File: src/rtl/crc_frame_receiver.sv
// crc_frame_receiver: receive-side framer for the CRC-8 / FSK link.
// Hunts for SYNC_WORD in the demodulated bit stream. It then shifts in a
// 16-bit codeword {data, crc}, MSB first, checking CRC-8 (poly 0x07) serially.
// The data byte is delivered through a valid/ready output register.
//
// Ports:
//   sys_clk, reset     clock, asynchronous active-high reset
//   bit_in, bit_stb    demodulated bit, qualified by a one-cycle symbol strobe
//   out_data/out_valid received byte and its valid flag
//   out_ready          consumer accept (transfer on out_valid & out_ready)
//   crc_err            CRC failure flag for the byte on out_data
//   overrun            one-cycle pulse: finished frame dropped, output full
//   frame_cnt/err_cnt  wrapping counters of finished / CRC-failed frames
//   state_o            FSM state (HUNT=0, DATA=1, CHECK=2)
//
// Optional build macro CRC_ERR_DROP_EN: bad frames are counted but never
// delivered; crc_err stays 0 and bad frames never raise overrun.
module crc_frame_receiver #(
    parameter logic [7:0]  SYNC_WORD = 8'h7E,
    parameter int unsigned TIMEOUT   = 1024,
    parameter int unsigned CNT_W     = 16
) (
    input  logic             sys_clk,
    input  logic             reset,
    input  logic             bit_in,
    input  logic             bit_stb,
    output logic [7:0]       out_data,
    output logic             out_valid,
    input  logic             out_ready,
    output logic             crc_err,
    output logic             overrun,
    output logic [CNT_W-1:0] frame_cnt,
    output logic [CNT_W-1:0] err_cnt,
    output logic [1:0]       state_o
);

    localparam int unsigned IDLE_W = (TIMEOUT > 1) ? $clog2(TIMEOUT) : 1;

    typedef enum logic [1:0] {
        ST_HUNT  = 2'd0,
        ST_DATA  = 2'd1,
        ST_CHECK = 2'd2
    } state_t;

    state_t             r_state;
    state_t             w_state_nxt;
    logic [7:0]         r_sync_sr;
    logic [15:0]        r_data_sr;
    logic [7:0]         r_crc;
    logic [3:0]         r_bit_cnt;
    logic [IDLE_W-1:0]  r_idle;
    logic [7:0]         r_out_data;
    logic               r_out_valid;
    logic               r_crc_err;
    logic               r_overrun;
    logic [CNT_W-1:0]   r_frame_cnt;
    logic [CNT_W-1:0]   r_err_cnt;

    logic [7:0]         w_sync_nxt;
    logic               w_sync_hit;
    logic               w_fb;
    logic [7:0]         w_crc_nxt;
    logic               w_idle_expired;
    logic               w_bad;
    logic               w_out_free;
    logic               w_accept;
    logic               w_deliver;
    logic               w_err_flag;
    logic               w_load;
    logic               w_overrun;

    assign w_sync_nxt     = {r_sync_sr[6:0], bit_in};
    assign w_sync_hit     = (w_sync_nxt == SYNC_WORD);
    assign w_fb           = r_crc[7] ^ bit_in;
    assign w_crc_nxt      = {r_crc[6:0], 1'b0} ^ (w_fb ? 8'h07 : 8'h00);
    assign w_idle_expired = (r_idle == IDLE_W'(TIMEOUT - 1));
    assign w_bad          = (r_crc != 8'h00);
    // Register is free when empty or being drained this very cycle.
    assign w_out_free     = ~r_out_valid | out_ready;
    assign w_accept       = r_out_valid & out_ready;

`ifdef CRC_ERR_DROP_EN
    assign w_deliver  = ~w_bad;
    assign w_err_flag = 1'b0;
`else
    assign w_deliver  = 1'b1;
    assign w_err_flag = w_bad;
`endif

    // State register.
    always_ff @(posedge sys_clk or posedge reset) begin
        if (reset) r_state <= ST_HUNT;
        else       r_state <= w_state_nxt;
    end

    // Next-state and CHECK-cycle output decisions.
    always_comb begin
        w_state_nxt = r_state;
        w_load      = 1'b0;
        w_overrun   = 1'b0;
        case (r_state)
            ST_HUNT: begin
                if (bit_stb && w_sync_hit) w_state_nxt = ST_DATA;
            end
            ST_DATA: begin
                if (bit_stb) begin
                    if (r_bit_cnt == 4'd15) w_state_nxt = ST_CHECK;
                end else if (w_idle_expired) begin
                    w_state_nxt = ST_HUNT;
                end
            end
            ST_CHECK: begin
                w_state_nxt = ST_HUNT;
                if (w_deliver) begin
                    if (w_out_free) w_load    = 1'b1;
                    else            w_overrun = 1'b1;
                end
            end
            default: w_state_nxt = ST_HUNT;
        endcase
    end

    // Sync search, codeword shift, serial CRC and idle timer.
    always_ff @(posedge sys_clk or posedge reset) begin
        if (reset) begin
            r_sync_sr <= 8'h00;
            r_data_sr <= 16'h0000;
            r_crc     <= 8'h00;
            r_bit_cnt <= 4'd0;
            r_idle    <= '0;
        end else begin
            case (r_state)
                ST_HUNT: begin
                    if (bit_stb) begin
                        r_sync_sr <= w_sync_nxt;
                        if (w_sync_hit) begin
                            r_bit_cnt <= 4'd0;
                            r_crc     <= 8'h00;
                            r_idle    <= '0;
                        end
                    end
                end
                ST_DATA: begin
                    // Kept clear outside HUNT so every hunt starts from zero.
                    r_sync_sr <= 8'h00;
                    if (bit_stb) begin
                        r_data_sr <= {r_data_sr[14:0], bit_in};
                        r_crc     <= w_crc_nxt;
                        r_bit_cnt <= r_bit_cnt + 4'd1;
                        r_idle    <= '0;
                    end else if (!w_idle_expired) begin
                        r_idle <= r_idle + IDLE_W'(1);
                    end
                end
                default: r_sync_sr <= 8'h00;
            endcase
        end
    end

    // Output register, statistics and overrun pulse.
    always_ff @(posedge sys_clk or posedge reset) begin
        if (reset) begin
            r_out_data  <= 8'h00;
            r_out_valid <= 1'b0;
            r_crc_err   <= 1'b0;
            r_overrun   <= 1'b0;
            r_frame_cnt <= '0;
            r_err_cnt   <= '0;
        end else begin
            r_overrun <= w_overrun;
            if (r_state == ST_CHECK) begin
                r_frame_cnt <= r_frame_cnt + CNT_W'(1);
                if (w_bad) r_err_cnt <= r_err_cnt + CNT_W'(1);
            end
            if (w_load) begin
                r_out_data  <= r_data_sr[15:8];
                r_crc_err   <= w_err_flag;
                r_out_valid <= 1'b1;
            end else if (w_accept) begin
                r_out_valid <= 1'b0;
            end
        end
    end

    assign out_data  = r_out_data;
    assign out_valid = r_out_valid;
    assign crc_err   = r_crc_err;
    assign overrun   = r_overrun;
    assign frame_cnt = r_frame_cnt;
    assign err_cnt   = r_err_cnt;
    assign state_o   = r_state;

endmodule

File: config.mk
export PLATFORM = sky130hd
export DESIGN_NAME = crc_frame_receiver
export DESIGN_NICKNAME = d
export VERILOG_FILES = /design/src/rtl/crc_frame_receiver.sv
export SDC_FILE = /design/constraint.sdc
export NUM_CORES = 1
export LEC_CHECK = 0
export CORE_MARGIN = 2
export CORE_UTILIZATION = 58
export DETAILED_ROUTE_END_ITERATION = 10
export DONT_BUFFER_PORTS = 1
export PLACE_DENSITY = 0.85
export SLEW_MARGIN = 20
export SYNTH_ARGS = -nofsm -noshare
export SYNTH_HDL_FRONTEND = slang
export SYNTH_SLANG_ARGS = --single-unit
File: constraint.sdc
create_clock -name sys_clk -period 4 [get_ports sys_clk]
set_clock_uncertainty 0.1 [all_clocks]
set_input_delay 0.6 -clock sys_clk [delete_from_list [all_inputs] [get_ports sys_clk]]
set_output_delay 0.6 -clock sys_clk [all_outputs]
set_load 0.1 [all_outputs]
* Word level (Yosys, flattened, before mapping) *
Cells that the tools add are included.

storage, ports and cells
  logic and storage cells = 70
  output and inout port bits = 45
  register bits after elaboration = 90
  bits of input ports = 5

operators by class
  $add $sub $neg = 4
  bitwise gates (word level) = 5
  equal/unequal tests = 12
  multiplexer cells = 27
  reduce and logical (&&, ||, !) cells = 10

operator list
  cell                                                                    count
  10-bit two-way mux                                                      4
  16-bit by 1-bit adder with 16-bit output (second input constant)        2
  8-bit two-way mux                                                       3
  10-bit one-hot mux with 2 select lines                                  1
  8-bit one-hot mux with 2 select lines                                   1
  7-bit two-way mux                                                       2
  4-bit two-way mux                                                       3
  10-bit by 1-bit adder with 10-bit output (second input constant)        1
  10-bit equality test (second input constant)                            1
  3-bit != test (second input constant)                                   3
  8-bit by 7-bit equality test with 1-bit output (second input constant)  1
  2-bit two-way mux                                                       4
  2-bit != test (second input constant)                                   4
  4-bit one-hot mux with 2 select lines                                   1
  4-bit AND reduction                                                     2
  8-bit nonzero test                                                      1
  8-bit by 3-bit bitwise XOR with 8-bit output                            1
  1-bit two-way mux                                                       6
  4-bit by 1-bit adder with 4-bit output (second input constant)          1
  4-bit equality test (second input constant)                             1
  2-bit one-hot mux with 2 select lines                                   1
  2-bit AND reduction                                                     2
  2-bit nonzero test                                                      2
  3-bit two-way mux                                                       1
  other kinds (9)                                                         9

* Depth between registers and ports, before layout *
  word-level depth = 5
  depth in mapped cells = 8
  mapped depth without buffers = 5

* Worst setup path after synthesis *
No wires, ideal clock.

  path type = register to register
  start = reg r_state[0], in the netlist state_o[0]
  end = reg r_idle[1]
  setup slack = 1.693 ns
  data arrival time = 2.111 ns
  clock period less this slack = 2.307 ns
  library setup time = 0.095 ns
  required time = 3.805 ns
  buffers on the path = 4
  stages on the path, launching flop included = 9
  path through = dfrtp_1 -> buf_2 -> and2b_1 -> buf_4 -> nor2b_1 -> buf_2 -> buf_4 -> nand2_1 -> o31ai_1

on the way
  cells in the longest elaborated chain, start to end = 3
  elaborated cells between the ends (all ways) = 8
  classes of those cells = eq/ne (4); mux (1); reduce/logical (3)

RTL lines
  what                                                                                      RTL line  source
  start, declared                                                                           45        state_t r_state;
  start signal, assigned                                                                    93        else r_state <= w_state_nxt;
  2-bit by 1-bit equality test with 1-bit output / 2-bit zero test (equally long branches)  132       case (r_state)
  3-bit != test (no source line) (tied with other cells)                                    -
  4-bit AND reduction (no source line)                                                      -
  end signal, assigned                                                                      152       r_idle <= r_idle + IDLE_W'(1);
  end, declared                                                                             51        logic [IDLE_W-1:0] r_idle;

Parallel ways exist; a longest one is shown, timed or not.
A chain may end at the register's enable or synchronous reset.

* Worst setup path in the final report *
  start = reg r_state[1], in the netlist state_o[1]
  end = reg r_frame_cnt[15], in the netlist frame_cnt[15]

on the way
  cells in the longest elaborated chain, start to end = 1

RTL lines
  what                  RTL line  source
  2-bit equality test   171       if (r_state == ST_CHECK) begin
  end signal, assigned  172       r_frame_cnt <= r_frame_cnt + CNT_W'(1);
  end, declared         56        logic [CNT_W-1:0] r_frame_cnt;

No other way between the ends.

==> flow_summary_export.csv <==
group,metric,value,unit
run_status,outcome,"completed",
synthesis,synth_area,3940,µm²
global_route,grt_pass1_vias,2661,
clocking,ctsHtreeMaxLevel,3,
sta,slew_headroom,30.4,%
clocking,numCtsBuffers,9,
worst_setup_path,cp_max_fo,8,
drt,final_antenna_net_count,0,
clocking,cts_resized,0,
sta,max_freq,379,MHz
synthesis,synth_ff_type,"dfrtp_1",
clocking,clkLatencyLatePin,0.35,ns
placed_design,dp_hpwl,4840,µm
worst_setup_path,crit_arrival,2.73,ns
worst_setup_path,crit_path_top_delay_cell,"dfrtp_1",
synthesis,async_reset_ff_share,100,%
synthesis,synth_top_cell_by_area,"dfrtp_1",
clocking,clkTransAtPathRegs,0.09,ns
synthesis,synth_top_area_share,57.2,%
floorplanning,row_count,30,
drt,viasPerCell,5.96,
floorplanning,core_area,6680,µm²
clocking,postCtsSetupBuffers,0,
clocking,clock_path_buffers,2,
synthesis,post_synth.cell_area_avg,10.7,µm²
drt,vias,2731,
sta,rsz0062_at_grt,"false",
global_route,track_usage,20.6,%
cells_and_area,final_core_util,63.1,%
global_route,grt_pass1_wl,12200,µm
floorplanning,io_pins,50,
worst_setup_path,crit_path_max_incr_delay,1.04,ns
synthesis,netlist_instances,367,
power_and_ir_drop,p_per_area,427,nW/µm²
drt,wl_per_cell,15.9,µm
worst_setup_path,path_cells,"nand2b_1 > nor3_2 > nand4_1 > xnor2_1",
floorplanning,start_util,59.0,%
synthesis,seq_area_frac_synth,57.2,%
global_route,grt-ovfl-total,0,
cells_and_area,syn_to_final_growth,7.02,%
clocking,root_buffer,"clkbuf_8",
placed_design,globalplace.congestion,0.801,
cells_and_area,antennaDiodeCount,0,
synthesis,yosysWarnings,0,
cells_and_area,fin_nets,382,
sta,slew_viol_final,0,
power_and_ir_drop,leakage,2.03,nW
drt,drt_iter0_drc,172,
global_route,grt_start_max_net_pins,61,
sta,period_minus_slack,2.64,ns
clocking,cts.sinks,90,
drt,drc,0,
sta,finalSetupViolCount,0,
clocking,ctsHoldBuffers,0,
drt,first_pass_iters,4,
worst_setup_path,critPathKind,"reg -> reg",
synthesis,synth-edff-count,0,
sta,tns,0,ns
synthesis,synthDistinctLibCells,39,
synthesis,syn-num-nets,376,
synthesis,synth.area.top_cells,"dfrtp_1, nand2_1, xnor2_1",
cells_and_area,drive_above_1_share,11.6,%
sta,worstMarginPinSlew,1.04,ns
worst_setup_path,r2r_cells,4,
placed_design,port-buffer-count,0,
drt,wirelength,7300,µm
synthesis,synth_common_cells,"dfrtp_1, nand2_1, xnor2_1",
cells_and_area,nFillCells,510,
sta,period_share,65.9,%
power_and_ir_drop,peakVddDrop,0.208,mV
floorplanning,dieHeight,86.4,µm
worst_setup_path,critPathCaptureType,"flop",
run,maxCapViolations,0,
synthesis,synth_seq_cells,90,
synthesis,synth.most_common_cell,"dfrtp_1",
min_path,hp-class,"in -> async",
worst_setup_path,cp-start-kind,"flop",
clocking,cts_tree,"yes",
worst_setup_path,critPathRequiredTime,4.10,ns
sta,hold_viol,0,
floorplanning,die-area,7470,µm²
floorplanning,die_w,86.4,µm
global_route,antenna_found_initial,0,
-- metrics by stage --
| stage | instance area, µm² | cells | setup WS [ns] | power (mW) | hold slack [ns] |
|---|---|---|---|---|---|
| 2_1_floorplan | 3940 | 367 | 0.965 | 1.23 | 0.339 |
| 3_3_place_gp | 4040 | 442 | 1.32 | 1.26 | 0.345 |
| 3_5_place_dp | 4040 | 442 | 1.22 | 1.27 | 0.355 |
| 4_1_cts | 4210 | 458 | 1.20 | 1.81 | 0.0485 |
| 5_1_grt | 4220 | 458 | 1.24 | 1.88 | 0.0751 |
| 6_report | 4220 | 458 | 1.36 | 1.80 | 0.0381 |
-- critical path, delay by kind of cell (launching register included) --
kind                      cells  cell delay (ns)
xor gates and xnor gates      1             0.21
and+or+nand+nor               3             1.14
DFF                           1             1.04
-- kinds of logic (layout without fill, tap and decap cells) --
group / Yosys count / in the layout / synth area share [%]
buffers and inverters: 17 / 28 / 2.06
AOI/OAI and AO/OA: 47 / 47 / 7.59
and+or+nand+nor: 159 / 159 / 20.0
muxes: 17 / 17 / 4.60
DFF: 90 / 90 / 57.2
xor gates and xnor gates: 33 / 33 / 7.34
adders and majority gates: 4 / 4 / 1.27
-- area by class of cell --
| class | count | area, µm² | share of cell area [%] |
|---|---|---|---|
| clock buffers | 11 | 131 | 3.12 |
| clock inverters | 5 | 40.0 | 0.950 |
| inverters | 2 | 8.76 | 0.208 |
| multi-input cells | 260 | 1610 | 38.2 |
| flip-flops and latches | 90 | 2250 | 53.4 |
| well taps | 80 | 100 | 2.37 |
| repair buffers | 10 | 75.1 | 1.78 |
-- worst paths after layout --
check	from	to	slack (ns)
worst max-delay path	state_o[1]	frame_cnt[15]	1.36
worst min-delay path	reset	frame_cnt[10]	0.04
worst max register to register	state_o[1]	frame_cnt[15]	1.36
worst min register to register	r_data_sr[5]	r_data_sr[6]	0.38
max in group asynchronous	reset	out_data[0]	2.65
min in group sys_clk	bit_in	r_data_sr[0]	0.27
-- flip-flops by register name (all words and copies together) (netlist names) --
register	count
err_cnt	16
frame_cnt	16
r_data_sr	16
r_idle	10
out_data	8
r_crc	8
r_sync_sr	7
r_bit_cnt	4
state_o	2
crc_err	1
out_valid	1
overrun	1
-- routing by layer --
| metal | up-vias | track usage [%] | wire length, µm |
|---|---|---|---|
| met3 | 15 | 5.62 | 447 |
| met4 | 0 | 10.9 | 148 |
| met5 | - | 0 | 0 |
| met2 | 87 | 32.2 | 3510 |
| met1 | 1345 | 26.3 | 3190 |
| li1 | 1284 | - | - |
-- cell usage in the layout (no fill, tap or decap), types with 7 or more instances in the layout --
cell	synthesis	layout
dfrtp_1	90	90
xor2_1	7	7
buf_4	2	10
nand2_1	78	78
nand3_1	18	18
mux2_2	9	9
xnor2_1	26	26
o21ai_0	17	17
clkbuf_8	0	9
mux2i_1	8	8
nand4_1	8	8
a31oi_1	14	14
and4_1	8	8
nor2_1	16	16
-- report_power, final --
| group | internal [mW] | switching, mW | total (mW) | leakage (nW) |
|---|---|---|---|---|
| sequential | 0.975 | 0.0508 | 1.03 | 1.24 |
| combinational | 0.0783 | 0.147 | 0.226 | 0.720 |
| clock | 0.230 | 0.319 | 0.548 | 0.0762 |
No activity file was read; power rests on OpenSTA's default activity.
